## src/rtl/mux_out_sync_pkg.sv

```systemverilog
// Shared FSM encoding and constants for the minigame output multiplexer.
package mux_out_sync_pkg;

  typedef enum logic [1:0] {
    MENU  = 2'd0,
    ATIVO = 2'd1,
    TROCA = 2'd2
  } state_t;

  // Truncated to SEL_W at the point of use; any width stays all-ones.
  localparam logic [31:0] SEL_MENU = '1;

endpackage

```

## src/rtl/mux_out_sync_sel_slice.sv

```systemverilog
// Combinational extractor of channel idx from a packed N*W bus.
// An index outside 0..N-1 yields zero.
module mux_out_sync_sel_slice #(
  parameter int N     = 3,
  parameter int W     = 3,
  parameter int IDX_W = 2
) (
  input  logic [N*W-1:0]   bus,
  input  logic [IDX_W-1:0] idx,
  output logic [W-1:0]     dat
);

  always_comb begin
    dat = '0;
    for (int k = 0; k < N; k++) begin
      if (idx == IDX_W'(k)) dat = bus[k*W +: W];
    end
  end

endmodule

```

## src/rtl/mux_out_sync.sv

```systemverilog
// Registered minigame/menu output multiplexer with blanking on selection change.
// Latency: one cycle from selected channel inputs to board outputs.
module mux_out_sync
  import mux_out_sync_pkg::*;
#(
  parameter int N_JOGOS      = 3,
  parameter int SEL_W        = 2,
  parameter int LEDS_W       = 3,
  parameter int ESTADO_W     = 4,
  parameter int JOGADA_W     = 7,
  parameter int PONT_W       = 3,
  parameter int BLANK_CYCLES = 4
) (
  input  logic                         clock,
  input  logic                         reset,
  input  logic [SEL_W-1:0]             minigame,
  input  logic [N_JOGOS*LEDS_W-1:0]    leds_in,
  input  logic [N_JOGOS*ESTADO_W-1:0]  estado_in,
  input  logic [N_JOGOS*JOGADA_W-1:0]  jogada_in,
  input  logic [N_JOGOS*PONT_W-1:0]    pontuacao_in,
  input  logic [N_JOGOS-1:0]           pronto_in,
  input  logic [ESTADO_W-1:0]          estado_inicial,
  output logic [LEDS_W-1:0]            leds_out,
  output logic [ESTADO_W-1:0]          estado_out,
  output logic [JOGADA_W-1:0]          jogada_out,
  output logic [PONT_W-1:0]            pontuacao_out,
  output logic                         pronto_out,
  output logic [SEL_W-1:0]             sel_ativo,
  output logic                         troca,
  output logic [PONT_W-1:0]            pontuacao_final
);

  localparam int CNT_W = (BLANK_CYCLES > 0) ? $clog2(BLANK_CYCLES + 1) : 1;
  localparam logic [CNT_W-1:0] CNT_LOAD = CNT_W'((BLANK_CYCLES > 0) ? BLANK_CYCLES - 1 : 0);
  localparam logic [SEL_W-1:0] MENU_SEL = SEL_W'(SEL_MENU);
  localparam logic [SEL_W-1:0] N_SEL    = SEL_W'(N_JOGOS);

  state_t           state, nxt_state, target_state;
  logic [SEL_W-1:0] sel_req, nxt_sel, target_sel;
  logic [CNT_W-1:0] cnt, nxt_cnt;
  logic             nxt_troca, change, in_range;
  logic             pronto_prev, same_ch;

  logic [LEDS_W-1:0]   leds_sl;
  logic [ESTADO_W-1:0] estado_sl;
  logic [JOGADA_W-1:0] jogada_sl;
  logic [PONT_W-1:0]   pont_sl;
  logic                pronto_sl;

  // Slices follow the channel that will own the outputs after this edge.
  mux_out_sync_sel_slice #(.N(N_JOGOS), .W(LEDS_W),   .IDX_W(SEL_W)) u_leds
    (.bus(leds_in),      .idx(nxt_sel), .dat(leds_sl));
  mux_out_sync_sel_slice #(.N(N_JOGOS), .W(ESTADO_W), .IDX_W(SEL_W)) u_estado
    (.bus(estado_in),    .idx(nxt_sel), .dat(estado_sl));
  mux_out_sync_sel_slice #(.N(N_JOGOS), .W(JOGADA_W), .IDX_W(SEL_W)) u_jogada
    (.bus(jogada_in),    .idx(nxt_sel), .dat(jogada_sl));
  mux_out_sync_sel_slice #(.N(N_JOGOS), .W(PONT_W),   .IDX_W(SEL_W)) u_pont
    (.bus(pontuacao_in), .idx(nxt_sel), .dat(pont_sl));
  mux_out_sync_sel_slice #(.N(N_JOGOS), .W(1),        .IDX_W(SEL_W)) u_pronto
    (.bus(pronto_in),    .idx(nxt_sel), .dat(pronto_sl));

  assign change       = (minigame != sel_req);
  assign in_range     = (minigame < N_SEL);
  assign target_state = in_range ? ATIVO : MENU;
  assign target_sel   = in_range ? minigame : MENU_SEL;
  assign same_ch      = (state == ATIVO) && (nxt_sel == sel_ativo);

  always_comb begin
    nxt_state = state;
    nxt_sel   = sel_ativo;
    nxt_cnt   = cnt;
    nxt_troca = troca;
    case (state)
      MENU, ATIVO: begin
        if (change) begin
          if (BLANK_CYCLES > 0) begin
            nxt_state = TROCA;
            nxt_cnt   = CNT_LOAD;
            nxt_troca = 1'b1;
          end else begin
            nxt_state = target_state;
            nxt_sel   = target_sel;
          end
        end
      end
      TROCA: begin
        if (change) begin
          nxt_cnt = CNT_LOAD;
        end else if (cnt == '0) begin
          nxt_state = target_state;
          nxt_sel   = target_sel;
          nxt_troca = 1'b0;
        end else begin
          nxt_cnt = cnt - 1'b1;
        end
      end
      default: begin
        nxt_state = MENU;
        nxt_sel   = MENU_SEL;
        nxt_troca = 1'b0;
      end
    endcase
  end

  always_ff @(posedge clock) begin
    if (!reset) begin
      state           <= MENU;
      sel_req         <= MENU_SEL;
      cnt             <= '0;
      sel_ativo       <= MENU_SEL;
      troca           <= 1'b0;
      pronto_prev     <= 1'b0;
      leds_out        <= '0;
      estado_out      <= estado_inicial;
      jogada_out      <= '0;
      pontuacao_out   <= '0;
      pronto_out      <= 1'b0;
      pontuacao_final <= '0;
    end else begin
      state     <= nxt_state;
      sel_req   <= minigame;
      cnt       <= nxt_cnt;
      sel_ativo <= nxt_sel;
      troca     <= nxt_troca;

      if (nxt_state == ATIVO) begin
        leds_out      <= leds_sl;
        estado_out    <= estado_sl;
        jogada_out    <= jogada_sl;
        pontuacao_out <= pont_sl;
        pronto_out    <= pronto_sl;
      end else begin
        leds_out      <= '0;
        estado_out    <= estado_inicial;
        jogada_out    <= '0;
        pontuacao_out <= '0;
        pronto_out    <= 1'b0;
      end

      // Edge history restarts whenever a channel (re)gains the outputs.
      pronto_prev <= (same_ch && nxt_state == ATIVO) ? pronto_sl : 1'b0;
      if (same_ch && pronto_sl && !pronto_prev) pontuacao_final <= pont_sl;
    end
  end

endmodule

```

## config.mk

```make
export PLATFORM = sky130hd
export DESIGN_NAME = mux_out_sync
export DESIGN_NICKNAME = d
export VERILOG_FILES = /design/src/rtl/mux_out_sync_pkg.sv /design/src/rtl/mux_out_sync_sel_slice.sv /design/src/rtl/mux_out_sync.sv
export SDC_FILE = /design/constraint.sdc
export NUM_CORES = 1
export LEC_CHECK = 0
export CORE_MARGIN = 8
export CORE_UTILIZATION = 35
export DETAILED_ROUTE_END_ITERATION = 10
export HOLD_SLACK_MARGIN = 0.03
export PLACE_DENSITY_LB_ADDON = 0.12
export SLEW_MARGIN = 15
export SYNTH_ARGS = -nofsm -noshare
export SYNTH_HDL_FRONTEND = slang
export SYNTH_HIERARCHICAL = 1
export SYNTH_SLANG_ARGS = --single-unit
```

## constraint.sdc

```tcl
create_clock -name clock -period 5.8 [get_ports clock]
set_input_delay 0.58 -clock clock [delete_from_list [all_inputs] [get_ports clock]]
set_output_delay 0.58 -clock clock [all_outputs]
set_load 0.03 [all_outputs]
```

Word level (Yosys, flattened, before mapping)
Cells that the tools add are included.
Storage, ports and cells
  input port bits: 62
  bits in registers: 32
  logic and storage cells: 73
  output and inout port bits: 24
Cells by class
  equal/unequal tests: 11
  reduce and logical (&&, ||, !) cells: 14
  add/subtract/negate cells: 1
  order comparisons: 1
  mux-type cells: 34
Operators with widths (count)
  $mux W3: 9
  $mux W7: 3
  $mux W4: 5
  $mux W2: 6
  $pmux W2 S2: 2
  $mux W1: 7
  $eq A2 B1 Y1 const B: 3
  $ne A2 B2 Y1 const B: 3
  $pmux W3 S2: 1
  $reduce_and A3 Y1: 2
  $eq A2 B2 Y1 const B: 2
  $logic_and A1 B1 Y1: 4
  $logic_not A2 Y1: 2
  $reduce_and A2 Y1: 2
  $logic_not A3 Y1: 1
  $ne A3 B3 Y1 const B: 1
  $sub A3 B1 Y3 const B: 1
  $eq A2 B2 Y1: 1
  $lt A2 B2 Y1 const B: 1
  $ne A2 B2 Y1: 1
  $pmux W1 S2: 1
  $reduce_bool A2 Y1: 1
  $reduce_or A2 Y1: 1
  $logic_not A1 Y1: 1

Logic depth before layout (Yosys ltp)
Gate-level depths: netlist of run 1.
  depth in word-level cells: 11
  gate-level depth with buffers: 12
  gate-level depth less buffers: 11

Cells and area by module
The synthesis of run 1 kept the hierarchy.
Modules (own cells, without submodules)
  mux_out_sync: cells an instance 109, seq. area each 640.6 um^2, area an instance 1178.6 um^2, times used 1
  mux_out_sync_sel_slice at u_jogada: cells an instance 18, seq. area each 0.0 um^2, area an instance 197.7 um^2, times used 1
  mux_out_sync_sel_slice at u_leds ...: cells an instance 7, seq. area each 0.0 um^2, area an instance 62.6 um^2, times used 2
  mux_out_sync_sel_slice at u_estado: cells an instance 10, seq. area each 0.0 um^2, area an instance 100.1 um^2, times used 1
  mux_out_sync_sel_slice at u_pronto: cells an instance 3, seq. area each 0.0 um^2, area an instance 22.5 um^2, times used 1

Least setup slack after synthesis of run 1
Ideal clock, no wire load.
  path kind: input to register
  start: input port minigame[1]
  end: register pontuacao_final[0]
  path buffers: 1
  setup time: 0.118 ns
  arrival time: 3.097 ns
  required time: 5.682 ns
  cell stages on the path: 10
  slack: 2.585 ns
  cells stage by stage: xnor2_2 -> nand3_1 -> nor3b_1 -> nor3_1 -> mux2i_1 -> o21ai_1 -> and3b_1 -> clkbuf_1 -> mux2i_1 -> nor2_1
On the way
  longest elaborated chain between the ends: 11
  elaborated cells between the ends (all ways): 19
  those cells by class: order compare (1); eq/ne (4); mux (10); reduce/logical (4)
Ends and longest elaborated chain
  start: declaration: RTL line mux_out_sync.sv:16  | input logic [SEL_W-1:0] minigame,
  $lt A2 B2 Y1: RTL line mux_out_sync.sv:63  | assign in_range = (minigame < N_SEL);
  $mux W2: RTL line mux_out_sync.sv:65  | assign target_sel = in_range ? minigame : MENU_SEL;
  $mux W2: RTL line mux_out_sync.sv:89  | end else if (cnt == '0) begin
  $mux W2 (*): RTL line mux_out_sync.sv:87  | if (change) begin
  $pmux W2 S2 (*): RTL line mux_out_sync.sv:73  | case (state)
  via nxt_sel[0]: RTL line mux_out_sync.sv:39  | logic [SEL_W-1:0] sel_req, nxt_sel, target_sel;
  $logic_not A2 Y1: RTL line mux_out_sync_sel_slice.sv:16  | if (idx == IDX_W'(k)) dat = bus[k*W +: W];
  $mux W1 (2 in series): RTL line mux_out_sync_sel_slice.sv:16
  $mux W1 (*): RTL line mux_out_sync_sel_slice.sv:16
  via pronto_sl: RTL line mux_out_sync.sv:48  | logic pronto_sl;
  $logic_and A1 B1 Y1 (*) (2 in series): RTL line mux_out_sync.sv:142  | if (same_ch && pronto_sl && !pronto_prev) pontuacao_final <= pont_sl;
  end signal: assignment: RTL line mux_out_sync.sv:142
  end: declaration: RTL line mux_out_sync.sv:30  | output logic [PONT_W-1:0] pontuacao_final
Mark *: on every way through the listed nets, which the timed path passes. The rest lies on a longest branch.
A chain may end at the register's enable or synchronous reset.

Final worst setup path of run 1
Same ends and word-level chain as after synthesis.

==> results, run 1 <==
- The register bit count reported by yosys is 32.
- The power density relative to cell area is roughly 220 nW/um^2.
- The library cell used most frequently in the layout, excluding fill and tap cells, is sky130_fd_sc_hd__clkdlybuf4s50_1.
- For this design the static power due to leakage is 1.10 nW.
- The pre-antenna-repair detailed-routing pass consisted of 4 iterations.
- The worst-path maximum fanout is 11.
- The post-synthesis adder-cell area fraction is 0.0154.
- The detailed-route wire length is ~4500 um.
- The worst supply voltage drop on vdd is about 0.00010 V.
- For this run, the total global-route usage over all layers was measured as 0.129.
- For the pin with the worst max-slew slack, the measured transition is roughly 1.0 ns.
- The final setup skew is 0.00468 ns.
- CTS built an H-tree with a depth of 2.
- Static timing analysis puts the maximum clock frequency at 301 MHz.
- After clock tree synthesis, the clock-pin slew on the worst setup and hold paths is 0.06 ns.
- The floorplan step defined a core boundary enclosing 4410 um^2.
- Of the synthesized area, sequential elements account for 0.394.
- The category of the most critical setup path is primary input to register.
- The capturing element type of the critical path is a register.
- Counting I/O delays and the setup requirement, the final critical path takes 3.32 ns.
- Clock tree synthesis found a total of 32 sinks.
- The number of design-rule violations left by the first detailed-router iteration is 49.
- Setup violations remaining at the end of the flow were counted as 0.
- The post-detailed-route wirelength per cell is 15.3 um.
- During synthesis, Yosys emitted a total of 6 warnings.
- The root buffer selected by CTS is sky130_fd_sc_hd__clkbuf_8.
- The wire-length estimate of the detail-placed layout is 3640 um.
- For this run, asynchronously set or reset flops after synthesis account for 0.
- The horizontal extent of the die is between 80 and 90 um.
- For the worst setup path, the data required time is 5.97 ns.
- The later pin in the worst-skew pair is clocked with a latency of 0.28 ns.
- The worst hold path belongs to the class register to register.
- The die outline height is 84.1 um.
- The initial antenna violation count came to 0.
- In the layout the commonest cells are sky130_fd_sc_hd__clkdlybuf4s50_1 (85), sky130_fd_sc_hd__dfxtp_1 (32), sky130_fd_sc_hd__mux2i_1 (21), sky130_fd_sc_hd__and2_1 (15), sky130_fd_sc_hd__o2bb2ai_1 (14).
- The maximum number of pins on one net before global-route repair is 24.
- In the finished design, the share of the clock period the worst path needs comes to 0.573.
- Detailed routing inserted a total of 1425 vias.
- The number of nets handed over by synthesis was 218.
- Averaged over all synthesized cells, the footprint is 10.5 um^2.
- In this run, CTS created clock tree buffers numbering 5.
- Counting flops with a built-in enable in the synthesized netlist gives 0.
- The die covers 7080 um^2.
- 86 I/O pins were placed.
- Setup repair after global routing left no endpoint under its margin.
- The cell type with the highest occurrence count on the critical path is sky130_fd_sc_hd__mux2i_1.
- For this configuration, the core starts out at a cell density of 0.368.
- The final layout contains 305 nets.
- Of the post-synthesis cell area, the part taken by muxes is 0.166.
- The number of antenna diodes in the final layout is 0.
- The remaining antenna violation count after routing is 0.
- The sum of negative setup slack is 0 ns.
- Among all stages on the critical path, the largest delay is contributed by sky130_fd_sc_hd__nor3_2.
- The final count of hold timing violations is 0.
- Dividing the detail-routed via count by the number of cells gives 4.85.
- The area growth from synthesis to layout is 60.7%.
- Across the run, the number of max-cap violations was 0.
- The number of filler cells placed in the layout is 394.
- The xor and xnor fraction of the mapped netlist area is 0.0200.
- The cell area after synthesis is between 1500 and 2000 um^2.
- The routability congestion estimate from global placement is 0.804.
- For this run, design rule violations remaining after detail routing come to 0.
- After floorplanning, the core was divided into 24 placement rows.
- The number of gates resized after cts is 0.
- The complex-gate fraction of the synthesized area is 0.157.
- The post-synthesis share of cell area spent on and, or, nand and nor gates is 0.190.
- The most used flip-flop cell after synthesis is sky130_fd_sc_hd__dfxtp_1.
- The TritonCTS clock tree is done.
- The maximum clock insertion buffer count is 2.
- The max-slew violation total from the final report is 0.
- The cell count after synthesis came out at 154.
- At the worst endpoint, the arrival time is 3.49 ns.
- Buffers inserted to repair hold after CTS numbered 0.
- Buffers added to address setup during post-CTS repair amount to 0.
- The launching element type of the critical path is a primary input.
- Traced cell by cell, the critical path runs through clkdlybuf4s50_1, xnor2_2, nand3_1, nor3b_1, nor3_2, mux2i_1, o21ai_1, and3b_1, mux2i_1, nor2_1.
- The share of the core filled with cells is 0.591.
- The flow ran to the end, and the final reports show no timing, DRC or antenna violations.
- The wire length of the first global-routing pass is approximately 7400 um.
- Counting distinct cell types in the post-synthesis netlist gives 38.
- By area, the combinational part of the netlist is dominated by simple AND/OR/NAND/NOR gates.
- The tightest slew margin relative to the limit is 0.303.
- Global routing finished with a remaining overflow of 0.
- Buffers placed on the I/O ports in this run total 85.
- Of the cells placed in the final design, the portion with a size suffix greater than 1 is 0.116.
- The via count of the first global-routing pass is 1464.
- For this run, the slowest stage of the critical path takes 0.80 ns.
## report_power, final
group	switching (mW)	internal (mW)
combinational	0.0537	0.0756
sequential	0.00481	0.227
clock	0.0802	0.127
## path summary, 6_finish.rpt
check,from,to,slack (ns),cells past startpoint
hold / removal,pontuacao_final[0],pontuacao_final[0],0.51,2
setup reg to reg,cnt[0],pontuacao_final[0],2.73,11
setup / recovery,minigame[1],pontuacao_final[0],2.48,10
hold reg to reg,pontuacao_final[0],pontuacao_final[0],0.51,2
## stage by stage
stage | power [mW] | cells | hold slack, ns | worst slack (ns) | instance area, um^2
final | 0.568 | 294 | 0.505 | 2.48 | 2610
after global routing | 0.595 | 294 | 0.545 | 2.30 | 2610
after CTS | 0.577 | 294 | 0.512 | 2.49 | 2610
after detailed placement | 0.367 | 286 | 0.495 | 2.18 | 2500
after global placement | 0.366 | 286 | 0.479 | 2.25 | 2500
after floorplan | 0.308 | 154 | 0.492 | 2.58 | 1620
## kinds of logic after synthesis
family | count (synthesis)
xor+xnor | 2
fa+ha+maj | 2
mux | 25
simple gates | 49
flops | 32
compound gates | 30
buf+inv | 14
## worst max-delay path, delay by kind of cell
kind | cells | cell delay (ns)
AOI/OAI and AO/OA | 1 | 0.24
xor gates and xnor gates | 1 | 0.26
buffers and inverters | 1 | 0.48
muxes | 2 | 0.37
and+or+nand+nor | 5 | 1.55
## area by class of cell
cell class / count / area [um^2] / area share
Tap cell: 52 / 65.1 / 0.0249
Sequential cell: 32 / 641 / 0.245
Timing Repair Buffer: 88 / 873 / 0.335
Clock buffer: 6 / 72.6 / 0.0278
Inverter: 6 / 22.5 / 0.00863
Clock inverter: 2 / 35.0 / 0.0134
Multi-Input combinational cell: 108 / 901 / 0.345
## state kept, by name, indices dropped and copies added (netlist names)
signal / cells
troca: 1
jogada_out: 7
state: 2
cnt: 3
sel_req: 2
leds_out: 3
sel_ativo: 2
pontuacao_final: 3
pronto_out: 1
estado_out: 4
pronto_prev: 1
pontuacao_out: 3
## per-layer routing
| layer | share of wire | up-vias | wire length [um] | GRT usage |
|---|---|---|---|---|
| met5 | 0 | - | 0 | 0 |
| met4 | 0.017 | 0 | 75 | 0.0518 |
| met3 | 0.084 | 6 | 377 | 0.0576 |
| met2 | 0.48 | 53 | 2160 | 0.210 |
| met1 | 0.42 | 635 | 1890 | 0.143 |
| li1 | - | 731 | - | - |
## cells in the mapped netlist, types with 3 or more instances
cell type	instances	area [um^2]
sky130_fd_sc_hd__o2bb2ai_1	14	123
sky130_fd_sc_hd__dfxtp_1	32	641
sky130_fd_sc_hd__inv_1	6	22.5
sky130_fd_sc_hd__nor2b_1	3	18.8
sky130_fd_sc_hd__buf_6	5	56.3
sky130_fd_sc_hd__nor2_1	7	26.3
sky130_fd_sc_hd__mux2_4	4	60.1
sky130_fd_sc_hd__nor3_1	4	20.0
sky130_fd_sc_hd__a21oi_1	3	15.0
sky130_fd_sc_hd__and2_1	15	93.8
sky130_fd_sc_hd__o2bb2ai_2	3	45.0
sky130_fd_sc_hd__mux2i_1	21	210
(Power assumes the default switching activity.)
==> run 2, diff against run 1 <==
==> constraint.sdc (replaced) <==
create_clock -name clock -period 3.1 [get_ports clock]
set_input_delay 0.31 -clock clock [delete_from_list [all_inputs] [get_ports clock]]
set_output_delay 0.31 -clock clock [all_outputs]
set_load 0.03 [all_outputs]
==> run 2 against run 1 <==
  * Wire length is 0.51% higher
  * Clock power is 42% higher
  * Count of clock-buffer cells in the layout stayed put
==> results, run 2 (same netlist as run 1, synthesis figures left out) <==
- The net switching power is 0.255 mW (was 0.139 mW).
- The number of hold-repair buffers added at the cts stage is 0 (unchanged).
- The launching element type of the critical path is a register (was primary input).
- The maximum clock insertion buffer count is 2 (unchanged).
- The cell depth of the worst flop-to-flop path is 11 (unchanged).
- The total I/O pin count is 86 (unchanged).
- The worst-path maximum fanout is 5 (was 11).
- The routability congestion estimate from global placement is 0.737 (was 0.804).
- The maximum single-stage delay on the critical path is 0.42 ns (was 0.80 ns).
- The fraction of layout instances using a drive strength above 1 came to 0.123 (was 0.116).
- The clock transition at the register clock pins on the worst setup and hold paths after CTS is 0.06 ns (about the same).
- The power density relative to cell area came to 374 nW/um^2 (was 218 nW/um^2).
- The remaining antenna violation count after routing is 0 (unchanged).
- The actual slew at the worst max-slew pin came to 0.455 ns (was 1.04 ns).
- The routed length on met1 is 1980 um (was 1890 um).
- Top flop regs: jogada_out: 7 flops, estado_out: 4 flops (unchanged).
- The leading cell type in the layout, fill and taps excluded is sky130_fd_sc_hd__clkdlybuf4s50_1 (unchanged).
- The flip-flop count of the largest register after layout came to 7 (unchanged).
- Commonest non-fill, non-tap cells in the layout: sky130_fd_sc_hd__clkdlybuf4s50_1 (85), sky130_fd_sc_hd__dfxtp_1 (32), sky130_fd_sc_hd__mux2i_1 (21), sky130_fd_sc_hd__and2_1 (15), sky130_fd_sc_hd__o2bb2ai_1 (14) (unchanged).
- The portion of total power attributed to the clock network was 0.303 (was 0.365).
- The tightest slew margin relative to the limit is 0.694 (was 0.303).
- The share of the core filled with cells came to 0.591 (about the same).
- Result of the run: complete, no violations (unchanged).
- The wire length of the first global-routing pass is 7360 um (was 7400 um).
- Of the available clock period, the critical path in the final layout requires 0.820.
- The detailed route wirelength on metal3 was 371 um (was 377 um).
- The post-detailed-route wirelength per cell is 15.3 um (about the same).
- The via count is 1458 (was 1425).
- The horizontal extent of the die came to 84.1 um (unchanged).
- The cell type of the slowest stage on the worst timing path is sky130_fd_sc_hd__nor3b_1 (was sky130_fd_sc_hd__nor3_2).
- The register-to-register setup slack came to 0.56 ns (was 2.73 ns).
- The root buffer selected by CTS was sky130_fd_sc_hd__clkbuf_8 (unchanged).
- The net switching share of the total power is 0.261 (was 0.244).
- The number of diodes added for antenna fixing was 0 (unchanged).
- The initial antenna violation count is 0 (unchanged).
- The reg-to-reg endpoint is pontuacao_final[0] (unchanged).
- The TritonCTS clock tree is done (unchanged).
- The via density per instance is 4.93 (was 4.85).
- The launching point of the worst reg2reg path was cnt[0] (unchanged).
- The maximum number of pins on one net before global-route repair is 21 (was 24).
- The number of gates resized after cts is 0 (unchanged).
- The core outline area is 4410 um^2 (unchanged).
- The row count is 24 (unchanged).
- The smallest setup slack after layout is 0.557 ns (was 2.48 ns).
- The cell internal power dissipation is 0.721 mW (was 0.429 mW).
- The part of the power in combinational logic is 0.253 (was 0.227).
- The capturing element type of the critical path is a register (unchanged).
- The endpoint required time on the critical path came to 3.26 ns (was 5.97 ns).
- The met2 routed wirelength is 2090 um (was 2160 um).
- The sum of negative setup slack is 0 ns (unchanged).
- The total clock buffers created by CTS came to 5 (unchanged).
- The routed design could run at a clock period as short as 2.54 ns.
- The die outline height is 84.1 um (unchanged).
- The number of design-rule violations left by the first detailed-router iteration is 42 (was 49).
- The maximum frequency from static timing analysis is 393 MHz.
- The start point of the worst min-delay path was pontuacao_final[1] (was pontuacao_final[0]).
- The worst supply voltage drop on vdd is 0.000168 V (was 0.000104 V).
- The via count of the first global-routing pass is 1496 (was 1464).
- The count of input and output buffers is 85 (unchanged).
- The global-route total usage across every layer was 0.128 (was 0.129).
- The final setup skew is 0.00328 ns (was 0.00468 ns).
- The H-tree depth is 2 (unchanged).
- The number of remaining DRC errors came to 0 (unchanged).
- The sequential share of power is 0.444 (was 0.407).
- The max-slew violation total from the final report is 0 (unchanged).
- The overflow left after global routing is 0 (unchanged).
- The classification of the worst-slack hold path is register to register (unchanged).
- The category of the most critical setup path is register to register (was primary input to register).
- The layout-stage area growth over the synthesis result was 60.6% (was 60.7%).
- RSZ-0062 raised after global routing: false (unchanged).
- The post-CTS setup repair buffer count is 0 (unchanged).
- The detailed-route wire length was 4530 um (was 4500 um).
- The static leakage power is 1.10 nW (about the same).
- The number of nets in the layout is 308 (was 305).
- CP Cell Sequence: inv_1, ha_1, ha_1, nand3_1, nor3b_1, nor3_4, mux2i_1, o21ai_1, and3b_1, mux2i_1, nor2_1 (was clkdlybuf4s50_1, xnor2_2, nand3_1, nor3b_1, nor3_2, mux2i_1, o21ai_1, and3b_1, mux2i_1, nor2_1).
- The clock insertion delay at the later pin of the skew report is 0.28 ns (about the same).
- The top layer used by detailed routing is met4 (unchanged).
- The pre-CTS setup slack was 0.392 ns (was 2.18 ns).
- The total iterations of the first detailed-routing run came to 4 (unchanged).
- The final count of hold timing violations is 0 (unchanged).
- The arrival time reported for the critical path endpoint was 2.71 ns (was 3.49 ns).
- The number of cells on the worst hold path is 2 (unchanged).
- The register with the highest flop count was jogada_out (unchanged).
- The sink of the worst hold path was pontuacao_final[1] (was pontuacao_final[0]).
- The final-layout worst hold slack came to 0.491 ns (was 0.505 ns).
- The area of the die was 7080 um^2 (unchanged).
- The initial cell density of the core is 0.368 (unchanged).
- The total setup violations reported at the end of the flow is 0 (unchanged).
- The total number of clock tree sinks is 32 (unchanged).
- The number of violations of the max-capacitance limit is 0 (unchanged).
- The half-perimeter wire length of the detailed placement result came to 3650 um (was 3640 um).
==> run 2: layer usage <==
layer | vias to the layer above | track usage
met3 | 8 | 0.0664
met2 | 54 | 0.201
li1 | 735 | -
met5 | - | 0
met1 | 661 | 0.145
met4 | 0 | 0.0455
==> run 2: worst max-delay path: cells and delay by family, from the launching register on <==
family | cells | cell delay [ns]
simple gates | 5 | 1.02
fa+ha+maj | 2 | 0.44
flops | 1 | 0.38
mux | 2 | 0.34
compound gates | 1 | 0.18
buf+inv | 1 | 0.06
==> run 2: worst max path at each step <==
stage,to,depth (start not counted),slack (ns),from
final,pontuacao_final[0],11,0.56,cnt[0]
after global routing,pontuacao_final[2],11,0.36,cnt[0]
after detailed placement,pontuacao_final[0],11,0.39,minigame[0]
after global placement,pontuacao_final[1],11,0.42,minigame[1]
after floorplan,pontuacao_final[0],12,0.25,cnt[0]
after CTS,pontuacao_final[0],11,0.57,cnt[0]
==> run 2: layout make-up <==
class / count / area (um^2)
fillers: 413 / 1810
multi-input cells: 108 / 907
repair buffers: 91 / 896
flip-flops and latches: 32 / 641
clock buffers: 6 / 72.6
well taps: 52 / 65.1
inverters: 6 / 22.5
clock inverters: 1 / 5.00
==> run 2: per-stage QoR <==
stage	cells	power, mW	area (um^2)
after floorplan	154	0.577	1630
after global placement	289	0.690	2530
after detailed placement	289	0.691	2530
after CTS	296	0.992	2610
after global routing	296	1.03	2610
final	296	0.976	2610
==> run 2: power by group through the flow <==
stage / Sequential, mW / Clock, mW / Combinational [mW]
CTS: 0.433 / 0.309 / 0.250
finish: 0.433 / 0.296 / 0.247
detailed placement: 0.443 / 0 / 0.249
global route: 0.435 / 0.328 / 0.269
floorplan: 0.453 / 0 / 0.123
global placement: 0.442 / 0 / 0.248
==> run 3, diff against run 2 <==
==> constraint.sdc (replaced) <==
create_clock -name clock -period 2.09 [get_ports clock]
set_input_delay 0.209 -clock clock [delete_from_list [all_inputs] [get_ports clock]]
set_output_delay 0.209 -clock clock [all_outputs]
set_load 0.03 [all_outputs]
==> run 3 against run 2 <==
  * Count of clock-buffer cells in the layout is 1 lower
  * Critical path depth decreased by 1
  * Hold slack worse by 0.013 ns
  * Combinational power grew 74%
  * Sequential share of layout area down 1.6 points
  * Largest power group unchanged
  * Highest routed layer unchanged
==> results, run 3 (same netlist as run 1, synthesis figures left out) <==
- The maximum frequency from static timing analysis is 488 MHz.
- In the finished design, the share of the clock period the worst path needs comes to 0.980.
- RSZ-0062 raised after global routing: true (was false).
- The overall power after layout was 1.47 mW (was 0.976 mW).
- The total number of clock tree sinks is 32 (unchanged).
- The category of the most critical setup path is primary input to register (was register to register).
- The actual slew at the worst max-slew pin is 0.343 ns (was 0.455 ns).
- The static leakage power came to 1.19 nW (was 1.10 nW).
- The horizontal extent of the die is 84.1 um (unchanged).
- The routability congestion estimate from global placement was 0.807 (was 0.737).
- The half-perimeter wire length of the detailed placement result is 3870 um (was 3650 um).
- The layout-stage area growth over the synthesis result is 72.3% (was 60.6%).
- The clock insertion delay at the later pin of the skew report came to 0.27 ns (was 0.28 ns).
- The total I/O pin count is 86 (unchanged).
- The global-route total usage across every layer is 0.129 (was 0.128).
- The number of nets in the layout is 322 (was 308).
- The register with the highest flop count is jogada_out (unchanged).
- The initial cell density of the core is 0.368 (unchanged).
- The final count of hold timing violations is 0 (unchanged).
- The number of remaining DRC errors was 0 (unchanged).
- The clock transition at the register clock pins on the worst setup and hold paths after CTS is 0.06 ns (about the same).
- The number of violations of the max-capacitance limit is 0 (unchanged).
- The maximum single-stage delay on the critical path came to 0.46 ns (was 0.42 ns).
- The H-tree depth is 2 (unchanged).
- The remaining antenna violation count after routing came to 0 (unchanged).
- The die outline height is 84.1 um (unchanged).
- The row count is 24 (unchanged).
- The pre-CTS setup slack is -0.418 ns (was 0.392 ns).
- The worst supply voltage drop on vdd is 0.000281 V (was 0.000168 V).
- The classification of the worst-slack hold path is primary input to register (was register to register).
- The area of the die came to 7080 um^2 (unchanged).
- The cell type of the slowest stage on the worst timing path is sky130_fd_sc_hd__clkdlybuf4s50_1 (was sky130_fd_sc_hd__nor3b_1).
- The TritonCTS clock tree is done (unchanged).
- The via count is 1477 (was 1458).
- The smallest setup slack after layout is 0.0413 ns (was 0.557 ns).
- The number of hold-repair buffers added at the cts stage is 0 (unchanged).
- The total clock buffers created by CTS is 5 (unchanged).
- The wire length of the first global-routing pass is 7500 um (was 7360 um).
- The number of design-rule violations left by the first detailed-router iteration is 47 (was 42).
- The leading cell type in the layout, fill and taps excluded is sky130_fd_sc_hd__clkdlybuf4s50_1 (unchanged).
- The via density per instance is 4.80 (was 4.93).
- The worst-path maximum fanout was 5 (unchanged).
- The fraction of layout instances using a drive strength above 1 is 0.215 (was 0.123).
- The maximum clock insertion buffer count was 2 (unchanged).
- The capturing element type of the critical path is a register (unchanged).
- The root buffer selected by CTS is sky130_fd_sc_hd__clkbuf_8 (unchanged).
- Result of the run: complete, no violations (unchanged).
- The number of filler cells placed in the layout came to 374 (was 413).
- The max-slew violation total from the final report is 0 (unchanged).
- The total iterations of the first detailed-routing run is 4 (unchanged).
- The smallest clock period supported by the final layout is computed as just over 2 ns.
- The maximum number of pins on one net before global-route repair came to 14 (was 21).
- The power density relative to cell area is 527 nW/um^2 (was 374 nW/um^2).
- The count of input and output buffers is 85 (unchanged).
- CP Cell Sequence: clkdlybuf4s50_1, xnor2_2, nand3_4, nor3b_2, nor3_4, nand3b_1, o21ai_1, and3b_2, mux2i_1, nor2_1 (was inv_1, ha_1, ha_1, nand3_1, nor3b_1, nor3_4, mux2i_1, o21ai_1, and3b_1, mux2i_1, nor2_1).
- The via count of the first global-routing pass is 1570 (was 1496).
- The number of diodes added for antenna fixing is 0 (unchanged).
- The core outline area was 4410 um^2 (unchanged).
- The flip-flop count of the largest register after layout came to 7 (unchanged).
- The post-detailed-route wirelength per cell came to 15.0 um (was 15.3 um).
- The overflow left after global routing was 0 (unchanged).
- The arrival time reported for the critical path endpoint is 2.21 ns (was 2.71 ns).
- The total setup violations reported at the end of the flow is 0 (unchanged).
- The endpoint required time on the critical path came to 2.25 ns (was 3.26 ns).
- The final setup skew was 0.00263 ns (was 0.00328 ns).
- Top flop regs: jogada_out: 7 flops, estado_out: 4 flops (unchanged).
- The detailed-route wire length is 4630 um (was 4530 um).
- The tightest slew margin relative to the limit is 0.770 (was 0.694).
- Commonest non-fill, non-tap cells in the layout: sky130_fd_sc_hd__clkdlybuf4s50_1 (84), sky130_fd_sc_hd__dfxtp_1 (30), sky130_fd_sc_hd__mux2i_1 (21), sky130_fd_sc_hd__buf_4 (18), sky130_fd_sc_hd__and2_1 (15) (was sky130_fd_sc_hd__clkdlybuf4s50_1 (85), sky130_fd_sc_hd__dfxtp_1 (32), sky130_fd_sc_hd__mux2i_1 (21), sky130_fd_sc_hd__and2_1 (15), sky130_fd_sc_hd__o2bb2ai_1 (14)).
- The launching element type of the critical path is a primary input (was register).
- The initial antenna violation count is 0 (unchanged).
- The final-layout worst hold slack is 0.479 ns (was 0.491 ns).
[run 3: area by class of cell]
| class | instances | area, um^2 | area share |
|---|---|---|---|
| sequential | 32 | 643 | 0.230 |
| inverter | 6 | 22.5 | 0.00805 |
| timing repair buffer | 105 | 1010 | 0.360 |
| clock buffer | 5 | 68.8 | 0.0246 |
| multi-input combinational | 108 | 991 | 0.354 |
| tap | 52 | 65.1 | 0.0233 |
[run 3: per-stage QoR]
stage / TNS [ns] / std cells / cell area (um^2) / util
detailed placement: -7.29 / 301 / 2680 / 0.608
CTS: -0.0178 / 309 / 2790 / 0.632
global placement: -5.93 / 301 / 2680 / 0.608
finish: 0 / 308 / 2800 / 0.634
global route: -1.12 / 308 / 2800 / 0.634
floorplan: -1.34 / 154 / 1700 / -
[run 3: repair_timing]
item	4_1_cts	5_1_grt
resized for setup	7	3
buffers inserted	3	1
pin swaps	5	4
endpoints found under the setup margin	20	20
[run 3: worst max-delay path, delay by kind of cell]
| kind | cells | cell delay [ns] |
|---|---|---|
| compound gates | 1 | 0.10 |
| xor+xnor | 1 | 0.23 |
| buf+inv | 1 | 0.46 |
| mux | 1 | 0.20 |
| simple gates | 6 | 1.01 |
[run 3: path summary, 6_finish.rpt]
check                           depth (start not counted)  slack, ns            endpoint                from
worst max-delay path                                   10       0.04  pontuacao_final[2]         minigame[1]
worst min-delay path                                    3       0.48          sel_req[0]         minigame[0]
worst max register to register                         11       0.06  pontuacao_final[2]              cnt[1]
worst min register to register                          2       0.50  pontuacao_final[0]  pontuacao_final[0]
[run 3: per-layer routing]
layer | track usage | wire length (um) | vias up | share of wire
met3 | 0.0566 | 422 | 5 | 0.091
met1 | 0.151 | 2020 | 654 | 0.44
met5 | 0 | 0 | - | 0
li1 | - | - | 760 | -
met4 | 0.0424 | 41 | 0 | 0.0089
met2 | 0.206 | 2140 | 58 | 0.46
[run 3: where the power goes]
part	leakage [nW]	switching [mW]	internal (mW)
registers	0.262	0.0110	0.630
logic	0.893	0.173	0.256
clock network	0.0359	0.191	0.214
total	1.19	0.375	1.10
